<file path="src/rtl/i2c_xfer_sequencer.sv">
// Purpose : round-robin register-access sequencer feeding an I2C master's cmd/wr/rd stream ports.
// Latency : a grant in IDLE is followed by CMD_W on the next cycle; one response per granted request.
// Backpress: every master handshake stalls in place with its fields held; rsp_valid is held until rsp_ready.
//
// Ports:
//   clk, rst                      clock and synchronous active-high reset
//   req_valid/ready/rnw           per-client request handshake and direction (1 = read)
//   req_dev_addr/reg_addr/wdata   packed per-client fields (7, 8 and 8 bits per client)
//   rsp_valid/ready/id/rdata/err  single response channel (id = client index, err = NACK or timeout)
//   cmd_*                         command stream to the I2C master
//   wr_*                          write-data stream to the I2C master
//   rd_*                          read-data stream from the I2C master
//   missed_ack, busy              master NACK pulse and master busy status
//
// Optional feature: define I2C_SEQ_TIMEOUT_EN to add a per-transaction watchdog of TIMEOUT_CYCLES.
module i2c_xfer_sequencer #(
    parameter int NUM_REQ        = 2,
    parameter int TIMEOUT_CYCLES = 65535
) (
    input  logic                   clk,
    input  logic                   rst,
    input  logic [NUM_REQ-1:0]     req_valid,
    output logic [NUM_REQ-1:0]     req_ready,
    input  logic [NUM_REQ-1:0]     req_rnw,
    input  logic [7*NUM_REQ-1:0]   req_dev_addr,
    input  logic [8*NUM_REQ-1:0]   req_reg_addr,
    input  logic [8*NUM_REQ-1:0]   req_wdata,
    output logic                   rsp_valid,
    input  logic                   rsp_ready,
    output logic [2:0]             rsp_id,
    output logic [7:0]             rsp_rdata,
    output logic                   rsp_err,
    output logic [6:0]             cmd_address,
    output logic                   cmd_start,
    output logic                   cmd_read,
    output logic                   cmd_write,
    output logic                   cmd_write_multiple,
    output logic                   cmd_stop,
    output logic                   cmd_valid,
    input  logic                   cmd_ready,
    output logic [7:0]             wr_data,
    output logic                   wr_valid,
    output logic                   wr_last,
    input  logic                   wr_ready,
    input  logic [7:0]             rd_data,
    input  logic                   rd_valid,
    output logic                   rd_ready,
    input  logic                   missed_ack,
    input  logic                   busy
);

    typedef enum logic [2:0] {
        S_IDLE,
        S_CMD_W,
        S_DAT_REG,
        S_DAT_WD,
        S_CMD_R,
        S_RD,
        S_WAIT_IDLE,
        S_RSP
    } state_t;

    state_t r_state;
    state_t w_state_nxt;

    // Captured request
    logic       r_rnw;
    logic [6:0] r_dev;
    logic [7:0] r_reg;
    logic [7:0] r_wdata;
    logic [2:0] r_id;
    logic [2:0] r_rr_ptr;
    logic       r_err;
    logic [7:0] r_rdata;
    logic       r_armed;     // set once WAIT_IDLE has been occupied for a full cycle

    // Arbitration
    logic               w_any;
    logic [2:0]         w_gnt;
    logic [3:0]         w_cand;
    logic [NUM_REQ-1:0] w_vld_shift;
    logic [NUM_REQ-1:0] w_rnw_shift;
    logic [NUM_REQ-1:0] w_gnt_onehot;
    logic               w_grant;

    // Handshakes
    logic w_cmd_st;
    logic w_wr_st;
    logic w_cmd_hs;
    logic w_wr_hs;
    logic w_rd_hs;
    logic w_active;
    logic w_timeout;

    // Search order starts one past the last winner and wraps, so every client
    // gets a turn before any client is served twice.
    always_comb begin
        w_any       = 1'b0;
        w_gnt       = r_rr_ptr;
        w_cand      = '0;
        w_vld_shift = '0;
        for (int i = 1; i <= NUM_REQ; i++) begin
            w_cand = 4'(int'(r_rr_ptr) + i);
            if (w_cand >= 4'(NUM_REQ)) begin
                w_cand = w_cand - 4'(NUM_REQ);
            end
            w_vld_shift = req_valid >> w_cand;
            if (!w_any && w_vld_shift[0]) begin
                w_any = 1'b1;
                w_gnt = w_cand[2:0];
            end
        end
    end

    assign w_rnw_shift  = req_rnw >> w_gnt;
    assign w_gnt_onehot = NUM_REQ'(1) << w_gnt;
    assign w_grant      = (r_state == S_IDLE) && w_any && !rst;

    assign w_active = (r_state != S_IDLE) && (r_state != S_RSP);
    assign w_cmd_st = (r_state == S_CMD_W) || (r_state == S_CMD_R);
    assign w_wr_st  = (r_state == S_DAT_REG) || (r_state == S_DAT_WD);
    assign w_cmd_hs = w_cmd_st && !w_timeout && cmd_ready;
    assign w_wr_hs  = w_wr_st && !w_timeout && wr_ready;
    assign w_rd_hs  = (r_state == S_RD) && !w_timeout && rd_valid;

`ifdef I2C_SEQ_TIMEOUT_EN
    logic [15:0] r_wdog;

    always_ff @(posedge clk) begin
        if (rst) begin
            r_wdog <= '0;
        end else if (!w_active) begin
            r_wdog <= '0;
        end else if (!w_timeout) begin
            r_wdog <= r_wdog + 16'd1;
        end
    end

    assign w_timeout = w_active && (r_wdog >= 16'(TIMEOUT_CYCLES));
`else
    // No watchdog: the comparison is never true but keeps the parameter referenced.
    assign w_timeout = (TIMEOUT_CYCLES < 0);
`endif

    // State register
    always_ff @(posedge clk) begin
        if (rst) begin
            r_state <= S_IDLE;
        end else begin
            r_state <= w_state_nxt;
        end
    end

    // Next state and outputs. Field outputs come from captured registers so
    // they cannot move while a valid is stalled.
    always_comb begin
        w_state_nxt        = r_state;
        req_ready          = '0;
        cmd_valid          = 1'b0;
        cmd_address        = '0;
        cmd_start          = 1'b0;
        cmd_read           = 1'b0;
        cmd_write          = 1'b0;
        cmd_write_multiple = 1'b0;
        cmd_stop           = 1'b0;
        wr_valid           = 1'b0;
        wr_data            = '0;
        wr_last            = 1'b0;
        rd_ready           = 1'b0;
        rsp_valid          = 1'b0;
        rsp_id             = '0;
        rsp_rdata          = '0;
        rsp_err            = 1'b0;

        case (r_state)
            S_IDLE: begin
                if (w_grant) begin
                    req_ready   = w_gnt_onehot;
                    w_state_nxt = S_CMD_W;
                end
            end
            S_CMD_W: begin
                // Write phase of both transaction types; a read keeps the bus
                // (no stop) so the following read issues a repeated start.
                cmd_valid          = !w_timeout;
                cmd_address        = r_dev;
                cmd_start          = 1'b1;
                cmd_write_multiple = 1'b1;
                cmd_stop           = !r_rnw;
                if (w_cmd_hs) begin
                    w_state_nxt = S_DAT_REG;
                end
            end
            S_DAT_REG: begin
                wr_valid = !w_timeout;
                wr_data  = r_reg;
                wr_last  = r_rnw;
                if (w_wr_hs) begin
                    w_state_nxt = r_rnw ? S_CMD_R : S_DAT_WD;
                end
            end
            S_DAT_WD: begin
                wr_valid = !w_timeout;
                wr_data  = r_wdata;
                wr_last  = 1'b1;
                if (w_wr_hs) begin
                    w_state_nxt = S_WAIT_IDLE;
                end
            end
            S_CMD_R: begin
                cmd_valid   = !w_timeout;
                cmd_address = r_dev;
                cmd_start   = 1'b1;
                cmd_read    = 1'b1;
                cmd_stop    = 1'b1;
                // A NACK here means the master aborts and no read data will follow.
                if (missed_ack) begin
                    w_state_nxt = S_WAIT_IDLE;
                end else if (w_cmd_hs) begin
                    w_state_nxt = S_RD;
                end
            end
            S_RD: begin
                rd_ready = !w_timeout;
                if (missed_ack || w_rd_hs) begin
                    w_state_nxt = S_WAIT_IDLE;
                end
            end
            S_WAIT_IDLE: begin
                // busy may lag the last handshake by a cycle, so it is not
                // trusted on the entry cycle.
                if (r_armed && !busy) begin
                    w_state_nxt = S_RSP;
                end
            end
            S_RSP: begin
                rsp_valid = 1'b1;
                rsp_id    = r_id;
                rsp_rdata = r_rdata;
                rsp_err   = r_err;
                if (rsp_ready) begin
                    w_state_nxt = S_IDLE;
                end
            end
            default: begin
                w_state_nxt = S_IDLE;
            end
        endcase

        if (w_timeout) begin
            w_state_nxt = S_RSP;
        end
    end

    // Request capture, error flag and read data
    always_ff @(posedge clk) begin
        if (rst) begin
            r_rnw    <= 1'b0;
            r_dev    <= '0;
            r_reg    <= '0;
            r_wdata  <= '0;
            r_id     <= '0;
            r_rr_ptr <= 3'(NUM_REQ - 1);
            r_err    <= 1'b0;
            r_rdata  <= '0;
            r_armed  <= 1'b0;
        end else begin
            r_armed <= (r_state == S_WAIT_IDLE);
            if (w_grant) begin
                r_rnw    <= w_rnw_shift[0];
                r_dev    <= 7'(req_dev_addr >> (7 * w_gnt));
                r_reg    <= 8'(req_reg_addr >> (8 * w_gnt));
                r_wdata  <= 8'(req_wdata >> (8 * w_gnt));
                r_id     <= w_gnt;
                r_rr_ptr <= w_gnt;
                r_err    <= 1'b0;
                r_rdata  <= '0;
            end else begin
                if (missed_ack && w_active) begin
                    r_err <= 1'b1;
                end
                // Data arriving alongside a NACK is not trusted; rdata stays 0.
                if (w_rd_hs && !missed_ack) begin
                    r_rdata <= rd_data;
                end
                if (w_timeout) begin
                    r_err   <= 1'b1;
                    r_rdata <= '0;
                end
            end
        end
    end

endmodule
</file>
<file path="config.mk">
export PLATFORM = sky130hd
export DESIGN_NAME = i2c_xfer_sequencer
export DESIGN_NICKNAME = d
export VERILOG_FILES = /design/src/rtl/i2c_xfer_sequencer.sv
export SDC_FILE = /design/constraint.sdc
export NUM_CORES = 1
export LEC_CHECK = 0
export ABC_AREA = 1
export CAP_MARGIN = 20
export CORE_ASPECT_RATIO = 1.1
export CORE_UTILIZATION = 46
export CTS_CLUSTER_SIZE = 10
export DETAILED_ROUTE_END_ITERATION = 8
export PLACE_DENSITY_LB_ADDON = 0.05
export SYNTH_ARGS = -nofsm -noshare
export SYNTH_HDL_FRONTEND = slang
export SYNTH_SLANG_ARGS = --single-unit
export TNS_END_PERCENT = 20
</file>
<file path="constraint.sdc">
create_clock -name clk -period 5.1 [get_ports clk]
set_clock_uncertainty 0.1 [all_clocks]
set_input_delay 0.765 -clock clk [delete_from_list [all_inputs] [get_ports clk]]
set_output_delay 0.765 -clock clk [all_outputs]
set_load 0.1 [all_outputs]
</file>
==> results.sh, run 1 <==
export IMPL_path_class="reg -> out"
export IMPL_worstPathArrival_ps=3190
export IMPL_sw_frac_of_total_pct=50.38
export IMPL_clkPwrFrac_pct=13.4
export IMPL_max_freq_mhz=246.9
export IMPL_regArea_um2=820.8
export IMPL_startpoint_type="flop"
export IMPL_synth_edf_count=0
export IMPL_synthSimpleGateAreaFrac_pct=39.03
export IMPL_tritoncts="done"
export IMPL_die_h_um=78.03
export IMPL_hold_buffers=0
export IMPL_multiInputGateArea_um2=1235
export IMPL_fin_nets=558
export IMPL_syn_avg_cell_area_um2=6.230
export IMPL_hold_ws_ps=359.8
export IMPL_cts_buffers=5
export IMPL_ant_nets=0
export IMPL_synth_compound_area_share_pct=8.282
export IMPL_cts_sinks=41
export IMPL_start_util_pct=48.02
export IMPL_ys_seq_area_share_pct=33.95
export IMPL_netlist_top_cells_area="dfxtp_1, nand2_1, inv_1"
export IMPL_synth_top_cell_area_share_pct=33.95
export IMPL_p_comb_share_pct=56.3
export IMPL_clockBufferDepth=2
export IMPL_wirelength_um=6209
export IMPL_vias_per_cell=4.776
export IMPL_worstSetupEndpointType="output pin"
export IMPL_wl_per_cell_um=11.41
export IMPL_port_buffers=103
export IMPL_die_area_um2=5549
export IMPL_synthesis_yosys_warnings=0
export IMPL_peakVddDrop_mv=0.2410
export IMPL_nFillCells=450
export IMPL_cts_resized=0
export IMPL_p_total_mw=1.529
export IMPL_path_cells="inv_1, ha_1, inv_1, ha_1, nand2_1, inv_1, nand2_1, nand2_1, nand3_2, nand2_2, nand3_4, nor2_4, buf_4, buf_4"
export IMPL_post_route_cell_area_um2=3521
export IMPL_worstMarginPinSlew_ps=1005
export IMPL_utilization_pct=69.95
export IMPL_dpl_cell_count=536
export IMPL_path_clk_slew_ps=70
export IMPL_synth_top_family_by_area="simple AND/OR/NAND/NOR gates"
export IMPL_synthFlopType="dfxtp_1"
export IMPL_grt_use_total_pct=23.36
export IMPL_postCtsSetupBuffers=0
export IMPL_slowest_stage="dfxtp_1"
export IMPL_syn_to_final_growth_pct=45.65
export IMPL_grt_max_degree=28
export IMPL_crit_path_max_fanout=27
export IMPL_post_route_drc_count=5
export IMPL_muxShareOfSynthArea_pct=0
export IMPL_detailed_place_hpwl_um=4667
export IMPL_root_buffer="clkbuf_8"
export IMPL_synth_most_common_cell="nand2_1"
export IMPL_synth_xor_area_share_pct=0
export IMPL_relSlewSlack_pct=32.82
export IMPL_finalHoldViolations=0
export IMPL_synth_commonest_cells="nand2_1, inv_1, nor2_1"
export IMPL_seqPwrFrac_pct=30.2
export IMPL_ys_async_sr_fraction_pct=0
export IMPL_ios=105
export IMPL_overflow=0
export IMPL_period_needed_ps=4050
export IMPL_place_area_um2=3441
export IMPL_min_path_cells=2
export IMPL_drive_gt1_share_pct=3.292
export IMPL_dp_slack_ps=1320
export IMPL_slew_viol_final=0
export IMPL_via_count=2598
export IMPL_failed_checks="DRC"
export IMPL_yosys_area_top_type="dfxtp_1"
export IMPL_drt_first_iter_violations=108
export IMPL_die_width_um=71.12
export IMPL_powerDensity_nw_per_um2=434.3
export IMPL_syn_nets=461
export IMPL_cts_htree_levels=2
export IMPL_p_int_mw=0.7587
export IMPL_p_leak_nw=1.636
export IMPL_rsz0062_at_grt="false"
export IMPL_final_cell_count_no_fill=544
export IMPL_synth_cell_type_count=27
export IMPL_status="finished, violations left"
export IMPL_fin_ws_ps=1050
export IMPL_grt_pass1_wl_um=10270
export IMPL_core_area_um2=5034
export IMPL_synth_adder_area_share_pct=3.623
export IMPL_critPathRequiredTime_ps=4240
export IMPL_syn_area_um2=2417
export IMPL_synth_seq_cells=41
export IMPL_finalCritPeriodShare_pct=79.42
export IMPL_cpPeakStageDelay_ps=510
export IMPL_placementRows=27
export IMPL_setup_viol=0
export IMPL_switchingPower_mw=0.7705
export IMPL_antenna_found_initial=0
export IMPL_dr_pass1_iters=8
export IMPL_netlist_instances=388
export IMPL_hold_class="reg -> reg"
export IMPL_grt_pass1_vias=2474
export IMPL_n_antenna_cell=0
export IMPL_cap_violations=0
export IMPL_fin_tns_setup_ps=0
export IMPL_gp_congestion=0.8887
export IMPL_clk_latency_ps=290
export IMPL_reg2reg_depth=17
-- worst max-delay path: cells and delay by family, from the launching register on --
family,cells,cell delay [ps]
AND/OR/NAND/NOR,7,880
flip-flops,1,510
buffers and inverters,5,890
adder cells (fa/ha/maj),2,600
-- worst paths after layout --
path | start | end | slack, ps
worst max register to register | r_rr_ptr[0] | r_reg[1] | 1980
worst min-delay path | r_err | r_err | 360
worst max-delay path | r_rr_ptr[0] | req_ready[1] | 1050
worst min register to register | r_err | r_err | 360
-- per-layer routing --
metal  global-route usage [%]  up-vias  share of wire (%)
met5                        0        -                  0
met4                    9.000        0                1.8
met3                    4.621       11                5.8
met2                    44.62       74                 50
met1                    24.94     1137                 42
li1                         -     1376                  -
-- power by group through the flow --
| stage | Combinational, mW | Sequential, mW | Clock [mW] |
|---|---|---|---|
| floorplan | 0.688 | 0.447 | 0 |
| global placement | 0.851 | 0.467 | 0 |
| detailed placement | 0.866 | 0.468 | 0 |
| CTS | 0.869 | 0.462 | 0.211 |
| global route | 0.936 | 0.474 | 0.221 |
| finish | 0.862 | 0.462 | 0.206 |
-- cell type report --
| type | count | area share [%] |
|---|---|---|
| clock buffer | 8 | 2.274 |
| timing repair buffer | 106 | 30.14 |
| multi-input combinational | 264 | 35.07 |
| tap | 58 | 2.061 |
| inverter | 67 | 7.143 |
| sequential | 41 | 23.31 |
-- cells in the final DEF (no fill, tap or decap), types with 2 or more instances in the layout --
| cell type | instances |
|---|---|
| a32o_1 | 8 |
| nor2_1 | 60 |
| nand3_1 | 32 |
| clkbuf_8 | 5 |
| nand4_1 | 3 |
| clkdlybuf4s50_1 | 101 |
| buf_4 | 4 |
| dfxtp_1 | 41 |
| clkbuf_1 | 3 |
| nand2_1 | 124 |
| nor2_4 | 2 |
| o211ai_1 | 2 |
| o21bai_1 | 2 |
| ha_1 | 7 |
| a21oi_1 | 13 |
| o21ai_0 | 2 |
| inv_1 | 66 |
-- cell families (layout without fill, tap and decap cells) --
family,count (synthesis),after routing
and+or+nand+nor,227,227
buffers and inverters,83,181
DFF,41,41
AOI/OAI and AO/OA,29,29
adders and majority gates,7,7
other,1,1
Power figures use the tool's default switching activity.
==> run 2: changes to the inputs <==
--- a/config.mk
+++ b/config.mk
@@ -8,7 +8,7 @@
 export ABC_AREA = 1
 export CAP_MARGIN = 20
 export CORE_ASPECT_RATIO = 1.1
-export CORE_UTILIZATION = 46
+export CORE_UTILIZATION = 43
 export CTS_CLUSTER_SIZE = 10
 export DETAILED_ROUTE_END_ITERATION = 8
 export PLACE_DENSITY_LB_ADDON = 0.05
==> constraint.sdc (replaced) <==
create_clock -name clk -period 4.2 [get_ports clk]
set_clock_uncertainty 0.1 [all_clocks]
set_input_delay 0.63 -clock clk [delete_from_list [all_inputs] [get_ports clk]]
set_output_delay 0.63 -clock clk [all_outputs]
set_load 0.1 [all_outputs]
==> results.sh, run 2 (synthesized netlist as in run 1, its figures left out) <==
export IMPL_status="completed"
export IMPL_utilization_pct=64.96
export IMPL_worstSetupEndpointType="output pin"
export IMPL_die_area_um2=5926
export IMPL_finalCritPeriodShare_pct=84.01
export IMPL_fin_ws_ps=671.4
export IMPL_grt_pass1_wl_um=10140
export IMPL_grt_max_degree=28
export IMPL_setup_viol=0
export IMPL_die_width_um=73.49
export IMPL_cts_buffers=5
export IMPL_die_h_um=80.64
export IMPL_final_common_cell="nand2_1"
export IMPL_dp_slack_ps=977.5
export IMPL_wl_per_cell_um=11.22
export IMPL_ios=105
export IMPL_antenna_found_initial=0
export IMPL_slew_viol_final=0
export IMPL_critPathRequiredTime_ps=3470
export IMPL_tritoncts="done"
export IMPL_post_route_drc_count=0
export IMPL_dr_pass1_iters=4
export IMPL_r2r_slack_ps=1120
export IMPL_hold_buffers=0
export IMPL_startpoint_type="flop"
export IMPL_place_area_um2=3431
export IMPL_via_count=2643
export IMPL_slowest_stage="dfxtp_1"
export IMPL_relSlewSlack_pct=34.65
export IMPL_wirelength_um=6271
export IMPL_drive_gt1_share_pct=8.058
export IMPL_nFillCells=531
export IMPL_overflow=0
export IMPL_ant_nets=0
export IMPL_finalHoldViolations=0
export IMPL_gp_congestion=0.8219
export IMPL_cap_violations=0
export IMPL_cts_resized=0
export IMPL_path_class="reg -> out"
export IMPL_clockBufferDepth=2
export IMPL_cpPeakStageDelay_ps=510
export IMPL_powerDensity_nw_per_um2=530.4
export IMPL_root_buffer="clkbuf_8"
export IMPL_placementRows=28
export IMPL_worstMarginPinSlew_ps=977.2
export IMPL_port_buffers=103
export IMPL_grt_use_total_pct=22.27
export IMPL_max_freq_mhz=283.4
export IMPL_path_clk_slew_ps=70
export IMPL_fin_nets=558
export IMPL_core_area_um2=5395
export IMPL_hold_class="reg -> reg"
export IMPL_layout_common_cells="nand2_1, clkdlybuf4s50_1, inv_1"
export IMPL_n_antenna_cell=0
export IMPL_grt_pass1_vias=2468
export IMPL_postCtsSetupBuffers=0
export IMPL_cts_sinks=41
export IMPL_hold_ws_ps=357.3
export IMPL_detailed_place_hpwl_um=4668
export IMPL_worstPathArrival_ps=2800
export IMPL_drt_first_iter_violations=96
export IMPL_syn_to_final_growth_pct=44.98
export IMPL_post_route_cell_area_um2=3505
export IMPL_rsz0062_at_grt="false"
export IMPL_cts_htree_levels=2
export IMPL_clk_latency_ps=290
export IMPL_vias_per_cell=4.728
export IMPL_peakVddDrop_mv=0.4274
export IMPL_start_util_pct=44.81
export IMPL_path_cells="inv_1, ha_1, inv_1, ha_1, nand2_1, inv_1, nand2_1, nand2_1, nand3_2, nand2_2, nand3_4, nor2_4, buf_12"
export IMPL_period_needed_ps=3529
export IMPL_crit_path_max_fanout=27
export IMPL_p_leak_nw=1.681
[run 2: area by class of cell]
type | count | area [um^2] | share of cell area, %
clock buffers | 5 | 68.82 | 1.964
clock inverters | 1 | 5.005 | 0.1428
inverters | 67 | 251.5 | 7.176
multi-input cells | 264 | 1241 | 35.42
flip-flops and latches | 41 | 820.8 | 23.42
well taps | 75 | 93.84 | 2.678
repair buffers | 106 | 1023 | 29.20
[run 2: path summary, 6_finish.rpt]
check | from | end | cells past startpoint
worst max-delay path | r_rr_ptr[0] | req_ready[1] | 13
worst min-delay path | r_err | r_err | 2
worst max register to register | r_rr_ptr[0] | r_wdata[5] | 17
worst min register to register | r_err | r_err | 2
[run 2: worst max-delay path: cells and delay by family (launching register included)]
| family | cells | cell delay, ps |
|---|---|---|
| adders and majority gates | 2 | 590 |
| buffers and inverters | 4 | 450 |
| DFF | 1 | 510 |
| and+or+nand+nor | 7 | 950 |
[run 2: power breakdown]
part / leakage, nW / total [mW] / internal, mW / switching (mW)
sequential: 0.334 / 0.562 / 0.494 / 0.0686
clock: 0.0399 / 0.241 / 0.109 / 0.131
combinational: 1.31 / 1.06 / 0.318 / 0.738
[run 2: through the flow]
step | cells | TNS [ps] | total power [mW]
finish | 559 | 0 | 1.859
global route | 559 | 0 | 1.985
CTS | 559 | 0 | 1.872
detailed placement | 553 | 0 | 1.629
global placement | 553 | 0 | 1.616
floorplan | 388 | -1008 | 1.381
[run 2: per-layer routing]
| layer | track usage [%] | routed length, um | part of all wire (%) |
|---|---|---|---|
| met1 | 24.14 | 2711 | 43 |
| met2 | 39.72 | 3010 | 48 |
| met3 | 6.524 | 470 | 7.5 |
| met4 | 9.423 | 78 | 1.2 |
| met5 | 0 | 0 | 0 |
